`src/rtl/pipeline_hazard_ctrl.sv`:
```
// pipeline_hazard_ctrl
// Central stall/flush sequencer for the 5-stage pipeline. It drives hold/flush of
// PC, IF/ID, ID/EX and EX/MEM for load-use stalls, branch/jump flushes, data-memory
// waits and interrupt drain. All control outputs are combinational from the current
// state and inputs. mem_err is sticky.
// Optional feature: define HAZARD_PERF_CNT_EN to enable the stall_cycles
// performance counter. Without it, o_stall_cycles is tied to zero.

module pipeline_hazard_ctrl #(
    parameter int MEM_TIMEOUT  = 64,
    parameter int DRAIN_CYCLES = 3
) (
    input  logic        clk,
    input  logic        reset,
    input  logic [4:0]  i_id_rs,
    input  logic [4:0]  i_id_rt,
    input  logic        i_ex_mem_read,
    input  logic [4:0]  i_ex_rt,
    input  logic        i_branch_taken,
    input  logic        i_jump,
    input  logic        i_dmem_req,
    input  logic        i_dmem_ready,
    input  logic        i_irq,
    output logic        o_pc_hold,
    output logic        o_ifid_hold,
    output logic        o_ifid_flush,
    output logic        o_idex_flush,
    output logic        o_exmem_hold,
    output logic        o_irq_ack,
    output logic        o_mem_err,
    output logic [15:0] o_stall_cycles
);

    typedef enum logic [1:0] {
        RUN       = 2'd0,
        MEM_WAIT  = 2'd1,
        IRQ_DRAIN = 2'd2
    } state_t;

    localparam logic [7:0] TIMEOUT_VAL = 8'(MEM_TIMEOUT);
    localparam logic [7:0] DRAIN_LAST  = 8'(DRAIN_CYCLES - 1);

    state_t     r_state;
    state_t     w_nextState;
    logic [7:0] r_cnt;
    logic [7:0] w_nextCnt;
    logic [7:0] w_cntInc;
    logic       r_memErr;
    logic       w_setMemErr;
    logic       w_loadUse;
    logic       w_memStall;

    assign w_loadUse  = i_ex_mem_read && (i_ex_rt != 5'd0) &&
                        ((i_ex_rt == i_id_rs) || (i_ex_rt == i_id_rt));
    assign w_memStall = i_dmem_req && !i_dmem_ready;
    assign w_cntInc   = (r_cnt == 8'hFF) ? r_cnt : (r_cnt + 8'd1);
    assign o_mem_err  = r_memErr;

    // Decode hazards by priority into control outputs and next state/counter values
    always_comb begin
        o_pc_hold    = 1'b0;
        o_ifid_hold  = 1'b0;
        o_ifid_flush = 1'b0;
        o_idex_flush = 1'b0;
        o_exmem_hold = 1'b0;
        o_irq_ack    = 1'b0;
        w_nextState  = r_state;
        w_nextCnt    = r_cnt;
        w_setMemErr  = 1'b0;
        case (r_state)
            RUN: begin
                if (w_memStall) begin
                    o_pc_hold    = 1'b1;
                    o_ifid_hold  = 1'b1;
                    o_exmem_hold = 1'b1;
                    w_nextState  = MEM_WAIT;
                    w_nextCnt    = 8'd1;
                end else if (i_branch_taken) begin
                    o_ifid_flush = 1'b1;
                    o_idex_flush = 1'b1;
                end else if (w_loadUse) begin
                    o_pc_hold    = 1'b1;
                    o_ifid_hold  = 1'b1;
                    o_idex_flush = 1'b1;
                end else if (i_jump) begin
                    o_ifid_flush = 1'b1;
                end else if (i_irq) begin
                    w_nextState  = IRQ_DRAIN;
                    w_nextCnt    = 8'd0;
                end
            end
            MEM_WAIT: begin
                if (i_dmem_ready) begin
                    w_nextState  = RUN;
                end else begin
                    o_pc_hold    = 1'b1;
                    o_ifid_hold  = 1'b1;
                    o_exmem_hold = 1'b1;
                    w_nextCnt    = w_cntInc;
                    if (w_cntInc == TIMEOUT_VAL) begin
                        w_setMemErr = 1'b1;
                        w_nextState = RUN;
                    end
                end
            end
            IRQ_DRAIN: begin
                o_pc_hold    = 1'b1;
                o_ifid_flush = 1'b1;
                if (w_memStall) begin
                    o_ifid_hold  = 1'b1;
                    o_exmem_hold = 1'b1;
                end else if (r_cnt >= DRAIN_LAST) begin
                    o_irq_ack    = 1'b1;
                    w_nextState  = RUN;
                    w_nextCnt    = 8'd0;
                end else begin
                    w_nextCnt    = w_cntInc;
                end
            end
            default: begin
                w_nextState = RUN;
                w_nextCnt   = 8'd0;
            end
        endcase
    end

    // Register sequencer state, shared wait/drain counter and sticky memory error
    always_ff @(posedge clk or negedge reset) begin
        if (!reset) begin
            r_state  <= RUN;
            r_cnt    <= 8'd0;
            r_memErr <= 1'b0;
        end else begin
            r_state <= w_nextState;
            r_cnt   <= w_nextCnt;
            if (w_setMemErr) begin
                r_memErr <= 1'b1;
            end
        end
    end

`ifdef HAZARD_PERF_CNT_EN
    logic [15:0] r_stallCycles;

    // Count every cycle the PC is held, saturating at all-ones
    always_ff @(posedge clk or negedge reset) begin
        if (!reset) begin
            r_stallCycles <= 16'h0000;
        end else if (o_pc_hold && (r_stallCycles != 16'hFFFF)) begin
            r_stallCycles <= r_stallCycles + 16'd1;
        end
    end

    assign o_stall_cycles = r_stallCycles;
`else
    assign o_stall_cycles = 16'h0000;
`endif

endmodule

```
`config.mk`:
```
export PLATFORM = sky130hd
export DESIGN_NAME = pipeline_hazard_ctrl
export DESIGN_NICKNAME = d
export VERILOG_FILES = /design/src/rtl/pipeline_hazard_ctrl.sv
export SDC_FILE = /design/constraint.sdc
export NUM_CORES = 1
export LEC_CHECK = 0
export CORE_MARGIN = 1.5
export CORE_UTILIZATION = 43
export DETAILED_ROUTE_END_ITERATION = 16
export PLACE_DENSITY = 0.88
export SYNTH_ARGS = -nofsm -noshare
export SYNTH_HDL_FRONTEND = slang
export SYNTH_SLANG_ARGS = --single-unit
export TNS_END_PERCENT = 100
```
`constraint.sdc`:
```
create_clock -name clk -period 2 [get_ports clk]
set_input_delay 0.4 -clock clk [delete_from_list [all_inputs] [get_ports clk]]
set_output_delay 0.4 -clock clk [all_outputs]
set_load 0.02 [all_outputs]
```
==> qor.txt <==
flip-flop and latch area - 275 um^2
area of the placeable core - 2520 um^2
top cells by area, synth - dfrtp_1, buf_4, xor2_1
number of distinct library cell variants in the gate-level netlist after synthesis - 43
antenna violations before repair - 0
post-synth top area share - 0.237
compound-cell area share of the yosys netlist - 0.297
pre-CTS WS - -1.16 ns
power density of the placed cells - 701 nW/um^2
routability cong. - 0.863
library cell with the highest instance count after synthesis - nor2_1
largest net degree at the start of global routing - 12
sum of negative setup slack - -0.976 ns
Nets - 231
worst hold-check path type - primary input to asynchronous set/reset pin
post-layout min period - 2.16 ns
total setup violations reported at the end of the flow - 11
leading register cell type out of synthesis - dfrtp_1
static leakage - 0.800 nW
CP Cell Sequence - buf_8 > or4_4 > o21ai_4 > or2_4 > a21o_1 > a21oi_2 > nor2_2 > buf_6
unrepaired setup endpoints after global routing - yes
Worst path max stage delay - 0.53 ns
average footprint of a synthesized cell - 7.70 um^2
total wire length - 3.71 mm
CTS Buffer Depth - 2
vias in the first global route - 1250
combinational family with the most area after synthesis - compound AO/OA/AOI/OAI gates
ant diodes - 0
GRT overflow - 0
leading area contributor after synthesis - dfrtp_1
kind of start point of the critical path - primary input
Placed Area - 1610 um^2
XOR/XNOR Fraction of Synth Area - 0.0753
fraction of the yosys area taken by sequential cells - 0.237
signal arrival time at the worst endpoint - 1.76 ns
Synth Area in Simple Gates - 0.221
die span in x - 55.0 um
drt first pass iters - 4
cell area after synthesis - 1160 um^2
Relative slew margins - 0.663
die height - 55.0 um
routed via count - 1325
total of flip-flops plus latches after synthesis - 11
timing-limited maximum frequency - 463 MHz
iteration-0 DRC count of the detailed router - 41
multiplexer area fraction after synthesis - 0
Worst Skew - 0.00585 ns
post-detailed-route count of antenna-violating nets - 0
share of flip-flops with an asynchronous set or reset after synthesis - 1.00
Peak VDD IR - 0.579 mV
largest driver fanout on the critical path - 3
Area Overhead vs Synth - 47.6%
max-slew violation count - 0
H-tree Lvls - 1
number of maximum-capacitance constraint violations - 0
hold violation count in the final report - 0
count of hold buffers inserted by post-cts repair - 0
min setup slack post-route - -0.158 ns
number of enable flip-flop cells after synthesis - 0
number of DRC violations after detailed routing - 0
Root Driver - clkbuf_4
total power of the final layout - 1.20 mW
clock latency at the later pin of the worst-skew pair - 0.27 ns
number of placement rows - 18
arithmetic-cell share of the synthesized area counting full adders, half adders and majority gates - 0.0215
IO Port Bufs - 29
Yosys warning count - 0
violated checks - setup timing
count of mapped cells out of synthesis - 151
initial core utilization - 0.461
final worst hold slack - 0.457 ns
detailed-route wire length per cell - 15.8 um
Final Instance Count excl. Fillers - 235
multi-input gate area in the final layout - 906 um^2
DP Wirelength - 2.75 mm
final design area excluding fillers - 1720 um^2
leading cell types by count after synthesis - nor2_1, buf_4, dfrtp_1, a21oi_1, xor2_1
Num Clock Sinks - 11
cell with the largest stage delay on the worst path - or4_4
clock slew at reported path FFs - 0.07 ns
number of buffers created by CTS - 3
crit end category - primary output
WP data required - 1.60 ns
type of the worst setup path - primary input to primary output
clock tree from TritonCTS - done
status - finished, violations left
first-pass GRT wire length - 5.46 mm
fill cell instance count of the final layout - 202
utilization after layout - 0.680
number of placed instances with taps included - 227
GRT Overall Usage - 0.251
per-cell via count in the routed design - 5.64
slew at the pin closest to its max-slew limit - 0.505 ns
fraction of the cycle the final worst path needs - 1.08
overall die area - 3020 um^2
proportion of layout cells with a drive suffix above 1 - 0.385
I/O pin cnt - 46
[cells by family after synthesis]
| group | count (synthesis) |
|---|---|
| AO/OA/AOI/OAI | 47 |
| other | 1 |
| buffers and inverters | 27 |
| flip-flops | 11 |
| adder cells (fa/ha/maj) | 2 |
| XOR/XNOR | 10 |
| AND/OR/NAND/NOR | 53 |
[per-layer routing]
metal,vias to the layer above,wire length (um),global-route usage
met3,10,181,0.0565
met2,62,2090,0.466
li1,622,-,-
met1,631,1350,0.270
met4,0,91,0.106
met5,-,0,0
[sequential cells by signal, summed over array words and instances, names as in the netlist]
| signal | count |
|---|---|
| r_cnt | 8 |
| o_mem_err | 1 |
| r_state | 2 |
[what timing repair did]
item,CTS,global route
endpoints found under the setup margin,15,16
resized for setup,101,12
setup buffers,5,0
pin swaps,28,5
[worst max-delay path, delay by kind of cell]
family                 cells  cell delay, ns
AOI/OAI and AO/OA          3            0.33
buffers and inverters      2            0.22
and+or+nand+nor            3            0.80
[placed cells by master, fill, tap and decap left out, types with 3 or more instances in the layout]
cell and count:
buf_4 30, nor3_1 3, dfrtp_1 11, buf_2 10, inv_1 5, xor2_1 9, buf_6 4, nor2_2 3
nand2b_1 6, clkdlybuf4s50_1 8, nor2_1 15, o22ai_1 3, a31oi_1 5, nand2_1 8, clkbuf_4 3, a21oi_1 9
a21o_1 3, conb_1 16, o22a_1 5, nor3_2 3
[path summary, 6_finish.rpt]
kind | start | end | slack [ns] | cells past startpoint
max in group asynchronous | reset | r_state[1]$_DFFE_PN0P_ | 1.20 | 1
max | i_ex_rt[4] | o_ifid_flush | -0.16 | 8
min reg2reg | o_mem_err$_DFFE_PN0P_ | o_mem_err$_DFFE_PN0P_ | 0.47 | 1
max reg2reg | r_cnt[5]$_DFFE_PN0P_ | r_cnt[1]$_DFFE_PN0P_ | 0.10 | 8
min | reset | r_cnt[4]$_DFFE_PN0P_ | 0.46 | 1
min in group clk | o_mem_err$_DFFE_PN0P_ | o_mem_err$_DFFE_PN0P_ | 0.47 | 1
[where the power goes]
group | switching (mW) | internal (mW)
logic | 0.414 | 0.355
clock network | 0.0785 | 0.0742
registers | 0.0290 | 0.253
total | 0.521 | 0.681
[final cells by class]
cell class              instances  share of cell area
clock inverters                 1             0.00292
flip-flops and latches         11               0.160
clock buffers                   3              0.0131
well taps                      30              0.0219
inverters                       5              0.0109
repair buffers                 57               0.263
multi-input cells             128               0.528
(Power assumes the default switching activity.)
